$ cat src/rtl/iformat_exec.sv
// Multi-cycle sequencer for one D-form ALU instruction against a single-port regfile:
// read rs, compute with the immediate, write rt, then pulse done.
module iformat_exec #(
  parameter logic [5:0] OP_ADDI  = 6'd14,
  parameter logic [5:0] OP_ADDIS = 6'd15,
  parameter logic [5:0] OP_ANDI  = 6'd28,
  parameter logic [5:0] OP_ORI   = 6'd24,
  parameter logic [5:0] OP_XORI  = 6'd26
) (
  input  logic        clock,
  input  logic        reset,
  input  logic        start,
  input  logic [31:0] instr,
  output logic [4:0]  rf_address,
  output logic        rf_en_write,
  output logic [31:0] rf_idata,
  input  logic [31:0] rf_data,
  output logic        busy,
  output logic        done,
  output logic        illegal,
  output logic [31:0] result
);

  typedef enum logic [2:0] {IDLE, READ, CAPT, WRITE, DONE} state_t;

  typedef struct packed {
    logic [5:0]  op;
    logic [4:0]  rs;
    logic [4:0]  rt;
    logic [15:0] imm;
  } dform_t;

  state_t      state, state_nx;
  dform_t      iq;
  logic [31:0] alu;
  logic        accept, legal_in;

  function automatic logic is_legal(input logic [5:0] op);
    return (op == OP_ADDI) || (op == OP_ADDIS) || (op == OP_ANDI) ||
           (op == OP_ORI)  || (op == OP_XORI);
  endfunction

  assign accept   = (state == IDLE) && start;
  assign legal_in = is_legal(instr[31:26]);

  // rf_data is valid during CAPT; result is registered at the end of that cycle
  always_comb begin
    alu = '0;
    case (iq.op)
      OP_ADDI:  alu = rf_data + {{16{iq.imm[15]}}, iq.imm};
      OP_ADDIS: alu = rf_data + {iq.imm, 16'h0000};
      OP_ANDI:  alu = rf_data & {16'h0000, iq.imm};
      OP_ORI:   alu = rf_data | {16'h0000, iq.imm};
      OP_XORI:  alu = rf_data ^ {16'h0000, iq.imm};
      default:  alu = '0;
    endcase
  end

  always_ff @(posedge clock or negedge reset) begin
    if (!reset) begin
      state   <= IDLE;
      iq      <= '0;
      result  <= '0;
      illegal <= 1'b0;
    end else begin
      state <= state_nx;
      if (accept) begin
        iq      <= instr;
        illegal <= !legal_in;
        result  <= '0;
      end
      if (state == CAPT) result <= alu;
    end
  end

  // Port drives decode straight from state so async reset kills a write instantly
  always_comb begin
    state_nx    = state;
    rf_address  = '0;
    rf_en_write = 1'b0;
    rf_idata    = '0;
    case (state)
      IDLE:  if (start) state_nx = legal_in ? READ : DONE;
      READ:  begin rf_address = iq.rs; state_nx = CAPT; end
      CAPT:  begin rf_address = iq.rs; state_nx = WRITE; end
      WRITE: begin
        rf_address  = iq.rt;
        rf_en_write = 1'b1;
        rf_idata    = result;
        state_nx    = DONE;
      end
      DONE:    state_nx = IDLE;
      default: state_nx = IDLE;
    endcase
  end

  assign busy = (state != IDLE);
  assign done = (state == DONE);

endmodule

$ cat config.mk
export PLATFORM = sky130hd
export DESIGN_NAME = iformat_exec
export DESIGN_NICKNAME = d
export VERILOG_FILES = /design/src/rtl/iformat_exec.sv
export SDC_FILE = /design/constraint.sdc
export NUM_CORES = 1
export LEC_CHECK = 0
export CORE_AREA = 2 2 147 149
export CTS_CLUSTER_DIAMETER = 150
export CTS_CLUSTER_SIZE = 12
export DETAILED_ROUTE_END_ITERATION = 8
export DIE_AREA = 0 0 149 151
export GPL_ROUTABILITY_DRIVEN = 0
export PLACE_DENSITY = 0.62
export SYNTH_ARGS = -nofsm -noshare
export SYNTH_HDL_FRONTEND = slang
export SYNTH_SLANG_ARGS = --single-unit
export TNS_END_PERCENT = 50
$ cat constraint.sdc
create_clock -name clock -period 8 [get_ports clock]
set_input_delay 0.8 -clock clock [delete_from_list [all_inputs] [get_ports clock]]
set_output_delay 0.8 -clock clock [all_outputs]
set_load 0.01 [all_outputs]
# After elaboration in Yosys (flattened, before gate mapping)
# Index checks and enable logic that the tools add are counted.
# word_totals
elab_cells	46
output_inout_bits	73
ff_bits	68
inputBits	67
# op_classes
n_reduce_logical	10
n_eq_ne	15
bitwise_logic	3
n_addsub	2
n_mux	9
# ops
cell	n
case mux 32 bit (5 select lines)	1
2-to-1 mux 32 bit	3
adder 32 bit	2
== test 6 x 5 -> 1 bit, second input constant	6
AND 32 x 16 -> 32 bit	1
bitwise OR 32 x 16 -> 32 bit	1
bitwise XOR 32 x 16 -> 32 bit	1
== test 6 x 4 -> 1 bit, second input constant	4
case mux 3 bit (4 select lines)	1
case mux 5 bit (2 select lines)	1
== test 3 x 2 -> 1 bit, second input constant	2
2-to-1 mux 3 bit	2
logical OR 1 bit	4
== test 3 x 1 -> 1 bit, second input constant	1
== test 3 bit, second input constant	1
logical NOT 3 bit	1
nonzero test 3 bit	1
!= test 2 bit, second input constant	1
nonzero test 2 bit	1
OR reduction 2 bit	1
logical AND 1 bit	1
logical NOT 1 bit	1
2-to-1 mux 1 bit	1

# Depth between registers and ports, before layout
# depth
word_depth	8
ltp_mapped	12

# Worst setup path before layout
# Ideal clock, no wire load.
# synth_path
kind	input to register
from	input rf_data[10]
to	register result[24]
t_arrival_ps	3086
t_required_ps	7866
path_stages	12
setup_slack_ps	4780
cell_sequence	inv_1 ha_1 buf_6 and2_4 a221o_1 a31o_1 a221o_1 a311o_1 a31oi_1 o21bai_1 xnor2_1 o21ai_1
# synth_between
elab_chain_len	3
elab_cells_between_ends	4
classes_between	add/sub (2); mux (2)
# synth_rtl
item	line	source
from (decl)	17	input logic [31:0] rf_data,
adder 32 bit (on tied branches)	51, 50	
case mux 32 bit (5 select lines) *	49	case (iq.op)
2-to-1 mux 32 bit *	72	if (state == CAPT) result <= alu;
to (signal assigned)	72	
to (decl)	21	output logic [31:0] result
# Every way passes the cells marked *; elsewhere a longest branch is shown, timed or not.
# A chain may end at the register's enable or synchronous reset.

# Worst setup path in the final report
# Same ends and word-level chain as after synthesis.

==> results by group <==
Synthesis
  – Largest family of logic cells by synthesized area: compound AO/OA/AOI/OAI gates
  – Synth Area in Compound Gates: 0.240
  – Simple-Gate Fraction of Synth Area: 0.183
  – Netlist Area Pre-Place: between 6000 and 7000 um2
  – YS warnings: 0
  – Post-Syn Nets: 895
  – Post-synthesis xor/xnor area fraction: 0.0593
  – Post-synthesis cell type count: 63
  – Async S/R FF share, synth: 1.00
  – Seq/Total Area, Yosys: 0.274
  – Avg Synthesized Cell Area: around 8 um2
  – Post-Synth Adder-Cell Area: 0.132
  – Post-synthesis mux area share: 0.0516
  – Post-Synthesis Cells: 764
  – Top_reg_cell synth: dfrtp_1
  – Number of register bits inferred by synthesis: 68
  – Post-synth EDFFs: 0

Layout
  – Multi-input gate area: roughly 4200 um2
  – Area added between synthesis and finish: 32.0%
  – Diodes inserted: 0
  – Fillers: around 2200
  – Share of post-route cells with drive strength above 1: 0.0619
  – Post-layout nets: 1014
  – Sequential cell area: between 1500 and 2000 um2

Critical path
  – Crit start category: primary input
  – Worst reg2reg path depth: 9
  – Worst reg2reg setup slack: between 4 and 5 ns
  – Reg-to-Reg Start: iq[27]
  – CP endpoint kind: flip-flop
  – CP Cell Sequence: clkdlybuf4s50_1, inv_1, ha_1, and2_4, a221o_1, a31o_1, a221o_1, a311o_1, a31oi_1, o21bai_1, xnor2_1, o21ai_1
  – Worst-path fanout max: 8
  – Kind of critical path: in -> reg
  – Most used cell, CP: a221o_1
  – Critical path's slowest cell: clkdlybuf4s50_1
  – Worst reg2reg path endpoint: result[28]
  – Crit path required time: 8.20 ns
  – CP peak stage delay: around 0.50 ns
  – Worst EP arrival: around 3.8 ns

Status
  – Status: finished, final reports clean

STA
  – Slew of the pin with the lowest slew margin: ~1.1 ns
  – Worst Skew: 0.00582 ns
  – WHS: 0.499 ns
  – Slew margin rel.: 0.264
  – Final setup viols: 0
  – Unrepaired setup endpoints after global routing: false
  – Final Hold Fails: 0
  – Final period util: 0.451
  – Final slew viol count: 0
  – Setup slack after layout: 4.39 ns
  – Final TNS setup: 0 ns
  – Max Fclk: roughly 0.28 GHz
  – Final min period: around 3.6 ns

Clocking
  – Hold_buf cts: 0
  – CTS Buf Count: 9
  – Post-CTS Setup Bufs: 0
  – CTS tree: done
  – Clk_lat worst skew: ~0.35 ns
  – CTS resizes: 0
  – H-tree depth: 3
  – Worst-path clk slew: 0.06 ns
  – Clock root buffer: clkbuf_16
  – Clock buffer depth: 2
  – Clock Sinks: 68

Route
  – DR vias/cell: 5.11
  – Initial drt markers: roughly 430
  – Antenna Nets Post-Route: 0
  – Routed WL per cell: ~17 um
  – Highest Signal Layer: met4
  – Vias: 5942
  – Met1 wire length: 8790 um
  – Metal2 WL: around 9400 um
  – DRC: 0
  – Drt first pass iters: 5
  – Met3 WL: 989 um
  – WL final: around 20000 um

Global routing
  – All-Layer GR Usage: 0.175
  – Antenna violations before repair: 0
  – Vias in the first global route: 5771
  – Global route overflow: 0
  – Largest net degree at the start of global routing: 69
  – First-pass GRT wire length: 30700 um

Power
  – Peak supply drop: roughly 130 uV
  – Overall power: between 2 and 3 mW
  – Leakage power: ~3.5 nW
  – PD cells: roughly 320 nW/um2

Worst hold path
  – Hold endpoint: iq[31]
  – HP Class: reg -> reg
  – Hold_sp: iq[31]
  – Hold Path Depth: 1

Placement
  – Dpl ws: slightly above 4 ns
  – IO buf count: between 100 and 150
  – HPWL after DPL: approximately 15000 um

Floorplan
  – Core ar.: approximately 21000 um2
  – # IOs: 140
  – DIE AREA: around 22000 um2
  – Num rows: 53
  – Die width: 149 um
  – Starting Density: 0.298
  – Die H: between 150 and 200 um

Flow run
  – Max_cap viols: 0
## flip-flops by register name, summed over array words and instances, names as in the netlist
register  flops
iq           32
state         3
result       32
illegal       1
## per-layer routing
metal,vias up,track usage
met5,-,0
met4,0,0.0543
met3,24,0.0286
met2,154,0.295
met1,2822,0.229
li1,2942,-
## area by class of cell
cell class / instances / share of cell area
sequential: 68 / 0.208
tap: 275 / 0.0420
multi-input combinational: 600 / 0.507
inverter: 57 / 0.0261
timing repair buffer: 147 / 0.177
clock buffer: 9 / 0.0275
clock inverter: 7 / 0.0122
## power by group
part           switching (mW)  internal, mW
logic                   0.897         0.695
clock network           0.175         0.275
registers               0.147         0.435
total                    1.22          1.41
## critical path: cells and delay by family
family | cells | cell delay [ns]
xor gates and xnor gates | 1 | 0.13
and+or+nand+nor | 1 | 0.22
AOI/OAI and AO/OA | 7 | 1.70
adders and majority gates | 1 | 0.40
buffers and inverters | 2 | 0.56
## logic make-up (layout without fill, tap and decap cells)
| logic type | Yosys count | after routing |
|---|---|---|
| AO/OA/AOI/OAI | 229 | 229 |
| adder cells (fa/ha/maj) | 64 | 64 |
| flip-flops | 68 | 68 |
| AND/OR/NAND/NOR | 235 | 235 |
| buffers and inverters | 96 | 220 |
| multiplexers | 30 | 30 |
| XOR/XNOR | 42 | 42 |
## worst max path at each step
| stage | from | endpoint | slack [ns] | cells past startpoint |
|---|---|---|---|---|
| floorplan | rf_data[10] | result[24] | 4.78 | 12 |
| global placement | rf_data[10] | result[24] | 4.05 | 12 |
| detailed placement | rf_data[10] | result[24] | 4.02 | 12 |
| CTS | rf_data[10] | result[24] | 4.41 | 12 |
| global route | rf_data[11] | result[24] | 4.15 | 12 |
| finish | rf_data[10] | result[24] | 4.39 | 12 |
## synth_stat cells (6+ instances only)
library cell | n | share of area
xor2_1 | 13 | 0.018
nand2b_1 | 8 | 0.0081
a21o_1 | 17 | 0.021
ha_1 | 62 | 0.13
mux2_2 | 16 | 0.029
and2_1 | 34 | 0.034
nor3_1 | 10 | 0.0081
mux2i_1 | 14 | 0.023
o221ai_1 | 10 | 0.014
a31oi_1 | 6 | 0.0061
nand2_1 | 90 | 0.054
inv_1 | 57 | 0.034
nor2_1 | 41 | 0.025
nand3_1 | 18 | 0.015
a22oi_1 | 21 | 0.025
a22o_1 | 7 | 0.0099
clkbuf_1 | 36 | 0.022
o21ai_1 | 6 | 0.0048
xnor2_1 | 29 | 0.041
nor2b_1 | 8 | 0.0081
o21ai_0 | 74 | 0.060
a21oi_1 | 42 | 0.034
dfrtp_1 | 68 | 0.27
## metrics by stage
step / utilization / area [um2] / instances
final: 0.393 / 8180 / 1163
after global routing: 0.393 / 8180 / 1163
after CTS: 0.393 / 8180 / 1163
after detailed placement: 0.377 / 7860 / 1147
after global placement: 0.377 / 7860 / 1147
after floorplan: - / 6200 / 764
## layout by cell type, fill, tap and decap left out, drive strengths merged, types with 7 or more instances in the layout
| cell | instances |
|---|---|
| nand2 | 90 |
| clkbuf | 9 |
| mux2 | 16 |
| and2 | 35 |
| dfrtp | 68 |
| buf | 9 |
| nor3 | 10 |
| a21o | 17 |
| xnor2 | 29 |
| inv | 58 |
| xor2 | 13 |
| mux2i | 14 |
| o21ai | 80 |
| nand2b | 8 |
| a22oi | 21 |
| a22o | 7 |
| nor2b | 8 |
| a21oi | 44 |
| ha | 62 |
| o221ai | 11 |
| clkdlybuf4s50 | 138 |
| nand3 | 18 |
| nor2 | 41 |
Power figures use the tool's default switching activity.
